$ cat config.mk
export PLATFORM = sky130hd
export DESIGN_NAME = fetch_queue_flat
export DESIGN_NICKNAME = d
export VERILOG_FILES = /design/src/rtl/generic_bus_if.sv /design/src/rtl/fetch_queue.sv /design/src/flat_wrapper.sv
export SDC_FILE = /design/constraint.sdc
export NUM_CORES = 1
export LEC_CHECK = 0
export BUFFER_PORTS_ARGS = -buffer_cell sky130_fd_sc_hd__clkbuf_2
export CAP_MARGIN = 20
export CELL_PAD_IN_SITES_DETAIL_PLACEMENT = 0
export CELL_PAD_IN_SITES_GLOBAL_PLACEMENT = 2
export CORE_MARGIN = 1
export CORE_UTILIZATION = 36
export DETAILED_ROUTE_END_ITERATION = 10
export PLACE_DENSITY_LB_ADDON = 0.08
export SLEW_MARGIN = 10
export SYNTH_ARGS = -nofsm -noshare
export SYNTH_HDL_FRONTEND = slang
export SYNTH_SLANG_ARGS = --single-unit
export TNS_END_PERCENT = 20
$ cat constraint.sdc
create_clock -name CLK -period 4.6 [get_ports CLK]
set_input_delay 0.92 -clock CLK [delete_from_list [all_inputs] [get_ports CLK]]
set_output_delay 0.92 -clock CLK [all_outputs]
set_load 0.05 [all_outputs]
$ cat src/rtl/generic_bus_if.sv
// Generic single-word memory bus between a requester (cpu) and a memory (slave).
// A transfer completes in the cycle where ren is high and busy is low.
interface generic_bus_if;
  logic        ren;
  logic        wen;
  logic [31:0] addr;
  logic [31:0] wdata;
  logic [31:0] rdata;
  logic        busy;
  logic [3:0]  byte_en;

  modport cpu (
    output ren, wen, addr, wdata, byte_en,
    input  rdata, busy
  );

  modport slave (
    input  ren, wen, addr, wdata, byte_en,
    output rdata, busy
  );
endinterface

$ cat src/rtl/fetch_queue.sv
// Halfword instruction fetch queue: prefetches aligned words from the I$ and
// presents one RV32C or 32-bit instruction per cycle at any halfword alignment.
module fetch_queue #(
  parameter int          DEPTH_HW = 8,
  parameter logic [31:0] RESET_PC = 32'h0000_0200
) (
  input  logic        CLK,
  input  logic        nRST,
  input  logic        redirect,
  input  logic [31:0] redirect_pc,
  input  logic        insn_ready,
  output logic        insn_valid,
  output logic        insn_compressed,
  output logic [31:0] insn_out,
  output logic [31:0] insn_pc,
  generic_bus_if.cpu  icache
);

  localparam int PW = $clog2(DEPTH_HW);
  localparam int CW = PW + 1;

  logic [15:0]   mem [DEPTH_HW];
  logic [PW-1:0] rd_ptr;
  logic [PW-1:0] wr_ptr;
  logic [CW-1:0] count;
  logic [31:0]   fetch_addr;
  logic [31:0]   req_addr;
  logic [31:0]   head_pc;
  logic          skip_low;
  logic          req_pending;
  logic          discard;

  logic [15:0]   h0;
  logic [15:0]   h1;
  logic          is_comp;
  logic          avail;
  logic          pop;
  logic [CW-1:0] pop_hw;
  logic [CW-1:0] push_hw;
  logic [CW:0]   demand;
  logic          accept;
  logic          do_push;
  logic          unused_bits;

  assign unused_bits = redirect_pc[0];

  assign h0      = mem[rd_ptr];
  assign h1      = mem[rd_ptr + PW'(1)];
  assign is_comp = (h0[1:0] != 2'b11);
  assign avail   = is_comp ? (count >= CW'(1)) : (count >= CW'(2));

  // A redirect cycle never presents an instruction, so no pop can race the flush.
  assign insn_valid      = avail && !redirect;
  assign insn_compressed = insn_valid && is_comp;
  assign insn_out        = !insn_valid ? 32'h0 : (is_comp ? {16'h0, h0} : {h1, h0});
  assign insn_pc         = head_pc;

  assign pop    = insn_valid && insn_ready;
  assign pop_hw = !pop ? CW'(0) : (is_comp ? CW'(1) : CW'(2));

  // Free-slot test counts pops against the budget, which keeps it conservative.
  assign demand = {1'b0, count} + {1'b0, pop_hw} + (CW+1)'(2);

  assign icache.ren     = nRST && (req_pending || (demand <= (CW+1)'(DEPTH_HW)));
  assign icache.addr    = req_pending ? req_addr : fetch_addr;
  assign icache.wen     = 1'b0;
  assign icache.wdata   = 32'h0;
  assign icache.byte_en = 4'hF;

  assign accept  = icache.ren && !icache.busy;
  assign do_push = accept && !discard && !redirect;
  assign push_hw = !do_push ? CW'(0) : (skip_low ? CW'(1) : CW'(2));

  always_ff @(posedge CLK) begin
    if (do_push) begin
      if (skip_low) begin
        mem[wr_ptr] <= icache.rdata[31:16];
      end else begin
        mem[wr_ptr]          <= icache.rdata[15:0];
        mem[wr_ptr + PW'(1)] <= icache.rdata[31:16];
      end
    end
  end

  always_ff @(posedge CLK or negedge nRST) begin
    if (!nRST) begin
      rd_ptr      <= '0;
      wr_ptr      <= '0;
      count       <= '0;
      fetch_addr  <= {RESET_PC[31:2], 2'b00};
      req_addr    <= {RESET_PC[31:2], 2'b00};
      head_pc     <= RESET_PC;
      skip_low    <= RESET_PC[1];
      req_pending <= 1'b0;
      discard     <= 1'b0;
    end else begin
      req_pending <= icache.ren && icache.busy;
      if (icache.ren && icache.busy && !req_pending) begin
        req_addr <= fetch_addr;
      end

      if (redirect) begin
        rd_ptr     <= '0;
        wr_ptr     <= '0;
        count      <= '0;
        head_pc    <= {redirect_pc[31:1], 1'b0};
        fetch_addr <= {redirect_pc[31:2], 2'b00};
        skip_low   <= redirect_pc[1];
        // A stalled request still completes on the old address; drop its data.
        discard    <= icache.ren && icache.busy;
      end else begin
        rd_ptr  <= rd_ptr + PW'(pop_hw);
        wr_ptr  <= wr_ptr + PW'(push_hw);
        count   <= count - pop_hw + push_hw;
        head_pc <= head_pc + {{(31-CW){1'b0}}, pop_hw, 1'b0};
        if (accept) begin
          discard <= 1'b0;
          if (!discard) begin
            fetch_addr <= fetch_addr + 32'd4;
          end
        end
        if (do_push && skip_low) begin
          skip_low <= 1'b0;
        end
      end
    end
  end

endmodule

$ cat src/flat_wrapper.sv
// flat-port wrapper written by rule: the top's interface ports become plain ports
module fetch_queue_flat 
#(
  parameter int          DEPTH_HW = 8,
  parameter logic [31:0] RESET_PC = 32'h0000_0200
)
  (CLK, nRST, redirect, redirect_pc, insn_ready, insn_valid, insn_compressed, insn_out, insn_pc, icache_ren, icache_wen, icache_addr, icache_wdata, icache_byte_en, icache_rdata, icache_busy);
  generic_bus_if icache_i ();
  input  logic CLK;
  input  logic nRST;
  input  logic redirect;
  input  logic [31:0] redirect_pc;
  input  logic insn_ready;
  output logic insn_valid;
  output logic insn_compressed;
  output logic [31:0] insn_out;
  output logic [31:0] insn_pc;
  output wire logic [$bits(icache_i.ren)-1:0] icache_ren;
  output wire logic [$bits(icache_i.wen)-1:0] icache_wen;
  output wire logic [$bits(icache_i.addr)-1:0] icache_addr;
  output wire logic [$bits(icache_i.wdata)-1:0] icache_wdata;
  output wire logic [$bits(icache_i.byte_en)-1:0] icache_byte_en;
  input wire logic [$bits(icache_i.rdata)-1:0] icache_rdata;
  input wire logic [$bits(icache_i.busy)-1:0] icache_busy;
  assign icache_ren = icache_i.ren;
  assign icache_wen = icache_i.wen;
  assign icache_addr = icache_i.addr;
  assign icache_wdata = icache_i.wdata;
  assign icache_byte_en = icache_i.byte_en;
  assign icache_i.rdata = icache_rdata;
  assign icache_i.busy = icache_busy;
  fetch_queue #(.DEPTH_HW(DEPTH_HW), .RESET_PC(RESET_PC)) u_core (.CLK(CLK), .nRST(nRST), .redirect(redirect), .redirect_pc(redirect_pc), .insn_ready(insn_ready), .insn_valid(insn_valid), .insn_compressed(insn_compressed), .insn_out(insn_out), .insn_pc(insn_pc), .icache(icache_i));
endmodule
# Word-level counts from Yosys, hierarchy flattened
# Memories as Yosys holds them, arrays and structs flattened.
# Index checks and enable logic that the tools add are counted.
# op_classes
magnitude_cmp	3
eq_ne	2
n_reduce_logical	18
bitwise	1
muxes	26
n_addsub	10
# ops
op	count
two-way mux 32 bit	7
adder 32 x 3 -> 32 bit, second input constant	1
adder 32 x 5 -> 32 bit	1
two-way mux 16 bit	1
two-way mux 4 bit	3
two-way mux 1 bit	11
logical AND 1 bit	10
adder 3 x 1 -> 3 bit, second input constant	2
adder 3 bit	2
two-way mux 3 bit	2
adder 4 x 4 -> 5 bit	1
adder 5 x 2 -> 5 bit, second input constant	1
<= comparator 5 x 4 -> 1 bit, second input constant	1
adder 4 bit	1
greater-or-equal comparator 4 x 1 -> 1 bit, second input constant	1
greater-or-equal comparator 4 x 2 -> 1 bit, second input constant	1
zero test 1 bit	4
two-way mux 2 bit	2
inequality test 2 bit, second input constant	2
nonzero test 2 bit	2
subtractor 4 bit	1
AND reduction 2 bit	1
logical OR 1 bit	1
bitwise OR 1 bit	1
# word_totals
n_memories	1
inputBits	69
word_cells	70
ram_bits	128
regBits	109
# memory_table
memory	depth	width	read_ports	rd_ports_with_merged_regs	write_ports	line	source
u_core.mem	8	16	2	0	2	fetch_queue.sv:22	logic [15:0] mem [DEPTH_HW];

# Logic depth before layout (Yosys ltp)
# An unclocked memory read counts as a cell.
# depth
depth_word	17
ltp_mapped	21

# Least setup slack after synthesis
# Ideal clock, no wire load.
# synth_timing
path_type	input -> register
start	in redirect
end	reg u_core.count[3]
arrival_ns	5.058
cell_stages	19
setup_time_ns	0.132
setup_slack_ns	-0.590
path_cell_list	clkbuf_1 > clkbuf_1 > buf_1 > nor4_1 > ha_1 > ha_1 > inv_1 > fa_1 > xor2_1 > a311oi_1 > or4_1 > buf_4 > inv_1 > fa_1 > ha_1 > a21o_1 > a21oi_1 > xnor2_1 > nor2_1
# synth_between
elab_chain_cells	15
# synth_lines
element	line	source
start, declared	flat_wrapper.sv:11	input logic redirect;
zero test 1 bit	fetch_queue.sv:53, fetch_queue.sv:71	
logical AND 1 bit	fetch_queue.sv:53	assign insn_valid = avail && !redirect;
logical AND 1 bit	fetch_queue.sv:58	assign pop = insn_valid && insn_ready;
two-way mux 4 bit	fetch_queue.sv:59	assign pop_hw = !pop ? CW'(0) : (is_comp ? CW'(1) : CW'(2));
adder 4 x 4 -> 5 bit	fetch_queue.sv:62	assign demand = {1'b0, count} + {1'b0, pop_hw} + (CW+1)'(2);
adder 5 x 2 -> 5 bit	fetch_queue.sv:62	
<= comparator 5 x 4 -> 1 bit	fetch_queue.sv:64	assign icache.ren = nRST && (req_pending || (demand <= (CW+1)'(DEPTH_HW)));
logical OR 1 bit	fetch_queue.sv:64	
logical AND 1 bit	fetch_queue.sv:64	
logical AND 1 bit	fetch_queue.sv:70	assign accept = icache.ren && !icache.busy;
logical AND 1 bit (2 in series)	fetch_queue.sv:71	assign do_push = accept && !discard && !redirect;
two-way mux 4 bit	fetch_queue.sv:72	assign push_hw = !do_push ? CW'(0) : (skip_low ? CW'(1) : CW'(2));
adder 4 bit	fetch_queue.sv:114	count <= count - pop_hw + push_hw;
two-way mux 4 bit (*)	fetch_queue.sv:102	if (redirect) begin
end signal, assigned	fetch_queue.sv:114	
end, declared	fetch_queue.sv:25	logic [CW-1:0] count;
# Mark *: on every way between the ends. The rest lies on a longest branch, timed or not.
# A chain may end at the register's enable or synchronous reset.

# Worst setup path after layout
# layout_timing
start	reg u_core.rd_ptr[0]
end	out icache_ren
# layout_between
elab_chain_cells	11
# layout_lines
element	line	source
start, declared	fetch_queue.sv:23	logic [PW-1:0] rd_ptr;
start signal, assigned	fetch_queue.sv:112	rd_ptr <= rd_ptr + PW'(pop_hw);
memory read (8 x 16 bit) (*)	--	
inequality test 2 bit (*)	fetch_queue.sv:49	assign is_comp = (h0[1:0] != 2'b11);
two-way mux 1 bit	fetch_queue.sv:50	assign avail = is_comp ? (count >= CW'(1)) : (count >= CW'(2));
logical AND 1 bit	fetch_queue.sv:53	
logical AND 1 bit	fetch_queue.sv:58	
two-way mux 4 bit (*)	fetch_queue.sv:59	
adder 4 x 4 -> 5 bit (*)	fetch_queue.sv:62	
adder 5 x 2 -> 5 bit (*)	fetch_queue.sv:62	
<= comparator 5 x 4 -> 1 bit (*)	fetch_queue.sv:64	
logical OR 1 bit (*)	fetch_queue.sv:64	
logical AND 1 bit (*)	fetch_queue.sv:64	
end, declared	flat_wrapper.sv:18	output wire logic [$bits(icache_i.ren)-1:0] icache_ren;
# Marks and branches as above.

==> qor.yml <==
outcome:
  run_status: "finished, violations left"
  violations_in_the_final_reports: "negative setup slack"
drt:
  firstDrtPassIters: 5
  post_drt_via_cell_ratio: 5.26
  final_antenna_net_count: 0
  detail_route.drc_violations: 0
  num_vias: 9445
  drt-wirelength-per-cell_um: 22.5
  drt-initial-drc-count: 505
  totalWireLength_um: 40400
placed_design:
  place_congestion: 0.751
  io_buffer_count: 163
  place.detailed.instances: 1740
  place.detailed.hpwl_um: 26600
clocking:
  clk_root_buffer_cell: "sky130_fd_sc_hd__clkbuf_16"
  tritoncts: "built"
  cts.sinks: 232
  cts_htree_levels: 1
  clock_latency_ns: 0.54
  cts.clk_slew.worst_paths_ns: 0.06
  cts.path.max_buffers: 3
  tritoncts.num_buffers: 27
logic_synthesis:
  distinct_cell_type_count_after_synthesis: 63
  yosys-top-cells-count: "sky130_fd_sc_hd__edfxtp_1, sky130_fd_sc_hd__mux2_2, sky130_fd_sc_hd__dfrtp_1"
  syn_area_per_cell_um2: 12.9
  synth_area_leader_cell: "sky130_fd_sc_hd__edfxtp_1"
  post_synth_main_area_contributors: "sky130_fd_sc_hd__edfxtp_1, sky130_fd_sc_hd__dfrtp_1, sky130_fd_sc_hd__mux4_2"
  number_of_flops_mapped_to_enable_cells_by_yosys: 128
  ys_ff_latch: 232
  synthFlopType: "sky130_fd_sc_hd__edfxtp_1"
  synth-warning-count: 0
  async_reset_ff_share_pct: 44.8
  post_synth_instance_area_mm2: 0.0140
  synth_top_area_share_pct: 27.5
  seq_area_frac_synth_pct: 46.1
  postSynthCellCount: 1084
  yosys.cell_count.top_type: "sky130_fd_sc_hd__edfxtp_1"
setup_path:
  r2r_cells: 18
  worst-endpoint-required_ns: 3.68
  reg2reg_to: "u_core.count[3]$_DFF_PN0_"
  r2r_setup_slack_ns: 0
  critical_path.startpoint_type: "flop"
  worstPathMaxFanout: 6
  crit_start: "u_core.rd_ptr[0]$_DFF_PN0_"
  crit-reg2reg-launch: "u_core.rd_ptr[0]$_DFF_PN0_"
  timing_worst_setup_path_type: "reg2out"
  worst-endpoint-arrival_ns: 3.70
  timing.critical_path.to_type: "primary output"
hold_path:
  min_delay_path_class: "in2async"
floorplan:
  floorplan.die_area_mm2: 0.0396
  placement_rows: 71
  core_area_mm2: 0.0379
  die_height_um: 199
  horizontal_die_dimension_um: 199
  initial_core_util_pct: 36.9
  io-pin-count: 205
finish:
  final_util_pct: 44.1
  fillCellCount: 3592
  final_nets: 1358
  layout.area.seq_mm2: 0.00645
  multi_input_area_mm2: 0.00703
  diodes: 0
  drive_above_1_share_pct: 37.4
  area.growth.synth_to_final_pct: 19.7
  stdcell_count: 1795
grt:
  grt_pass1_wl_um: 60600
  first_global_vias: 9568
  grt_max_degree: 69
  grt_use_total_pct: 20.7
  overall_overflow_remaining_after_global_route: 0
  antenna_found_initial: 2
timing:
  layout_min_cycle_time_ns: 4.62
  report.final.slew_viol_count: 0
  worst_clock_skew_ns: 0.0216
  timing_hold_violations_final: 0
  grt_setup_unrepaired: "true"
  finalCritPeriodShare_pct: 100
  post-route-worst-setup-slack_ns: -0.0224
  worst_pin_slew_ns: 0.976
  setup_viol: 2
  relSlewSlack_pct: 34.4
  max_freq_mhz: 216
power_and_ir_drop:
  power-per-cell-area_mw_per_mm2: 425
  vdd_drop_max_mv: 0.255
  post-layout-total-power_uw: 7120
  static_leakage_uw: 0.00633
run:
  max_cap_viol_count: 0
[cell families after synthesis]
family                   after synthesis  share of synthesized area (%)
adder cells (fa/ha/maj)               22                           2.29
AND/OR/NAND/NOR                      245                           9.01
XOR/XNOR                              52                           3.26
multiplexers                         297                           28.9
flip-flops                           232                           46.1
other                                  2                         0.0537
AO/OA/AOI/OAI                         95                           4.93
buffers and inverters                139                           5.48
[report_power, final]
part	switching (µW)	leakage (µW)	internal, µW
sequential	181	0.00237	2450
clock	850	0.000394	1130
combinational	1520	0.00356	994
[timing repair]
item	4_1_cts	5_1_grt
gates resized for setup	7	10
hold buffers	0	0
cloned	1	0
setup endpoints to repair	4	95
buffers inserted	4	4
pin swaps	2	15
[layer usage]
layer / part of all wire (%) / vias to the layer above / track usage (%)
li1: - / 4371 / -
met2: 48 / 224 / 33.6
met4: 1.7 / 4 / 4.10
met1: 45 / 4798 / 29.0
met3: 5.4 / 48 / 3.63
met5: 0.067 / - / 0
[worst max path at each step]
stage	slack [ns]	end	depth (start not counted)
global route	-0.21	u_core.count[3]$_DFF_PN0_	18
floorplan	-0.05	u_core.count[3]$_DFF_PN0_	19
finish	-0.02	icache_ren	13
CTS	-0.11	icache_ren	14
detailed placement	0.02	u_core.count[3]$_DFF_PN0_	17
global placement	0.06	u_core.count[3]$_DFF_PN0_	17
[cell usage in the layout (no fill, tap or decap), types with 10 or more instances in the layout]
cell | synthesis | final
sky130_fd_sc_hd__nor2_1 | 49 | 49
sky130_fd_sc_hd__nand3_1 | 22 | 21
sky130_fd_sc_hd__buf_4 | 44 | 38
sky130_fd_sc_hd__clkbuf_16 | 0 | 27
sky130_fd_sc_hd__xnor2_1 | 26 | 24
sky130_fd_sc_hd__a21oi_1 | 37 | 32
sky130_fd_sc_hd__and4_1 | 10 | 10
sky130_fd_sc_hd__conb_1 | 2 | 40
sky130_fd_sc_hd__mux2_1 | 92 | 92
sky130_fd_sc_hd__buf_12 | 0 | 31
sky130_fd_sc_hd__mux4_2 | 64 | 64
sky130_fd_sc_hd__dfrtp_1 | 101 | 99
sky130_fd_sc_hd__mux2i_1 | 24 | 24
sky130_fd_sc_hd__clkbuf_2 | 0 | 145
sky130_fd_sc_hd__nor4_1 | 11 | 10
sky130_fd_sc_hd__inv_1 | 35 | 32
sky130_fd_sc_hd__nor3_1 | 19 | 19
sky130_fd_sc_hd__mux2_2 | 117 | 117
sky130_fd_sc_hd__o21ai_0 | 11 | 11
sky130_fd_sc_hd__ha_1 | 16 | 14
sky130_fd_sc_hd__edfxtp_1 | 128 | 128
sky130_fd_sc_hd__xor2_1 | 26 | 25
sky130_fd_sc_hd__nand4_1 | 16 | 16
sky130_fd_sc_hd__nand2_1 | 64 | 64
[final cells by class]
class,count,share of cell area [%]
clock buffers,39,4.54
inverters,36,0.822
repair buffers,219,10.1
flip-flops and latches,232,38.6
clock inverters,7,0.217
well taps,511,3.82
multi-input cells,751,42.0
[sequential cells by signal, summed over array words and instances (netlist names)]
name	flops
u_core.req_addr	30
u_core.discard	1
u_core.skip_low	1
u_core.fetch_addr	30
u_core.rd_ptr	3
u_core.mem	128
u_core.req_pending	1
u_core.count	4
u_core.wr_ptr	3
u_core.insn_pc	31
[through the flow]
step                setup TNS, ns  hold WS [ns]  instance area, µm²  setup slack (ns)
floorplan                 -0.0473         0.452               14200           -0.0473
global placement                0         0.461               15800            0.0615
detailed placement              0         0.473               15800            0.0204
CTS                        -0.172         0.177               16700            -0.110
global route               -0.598         0.175               16700            -0.214
finish                    -0.0268         0.206               16700           -0.0224
[critical path, cell delays in order, from the launching register on]
cell and delay (ns):
sky130_fd_sc_hd__dfrtp_4 0.47, sky130_fd_sc_hd__mux4_2 0.54, sky130_fd_sc_hd__a21oi_2 0.18, sky130_fd_sc_hd__a21oi_4 0.06, sky130_fd_sc_hd__nor4_4 0.24, sky130_fd_sc_hd__ha_2 0.24
sky130_fd_sc_hd__ha_4 0.13, sky130_fd_sc_hd__inv_2 0.04, sky130_fd_sc_hd__fa_2 0.46, sky130_fd_sc_hd__a311oi_4 0.36, sky130_fd_sc_hd__buf_6 0.15, sky130_fd_sc_hd__or2_4 0.11
sky130_fd_sc_hd__inv_2 0.04, sky130_fd_sc_hd__buf_8 0.14
No activity file was read; power rests on OpenSTA's default activity.
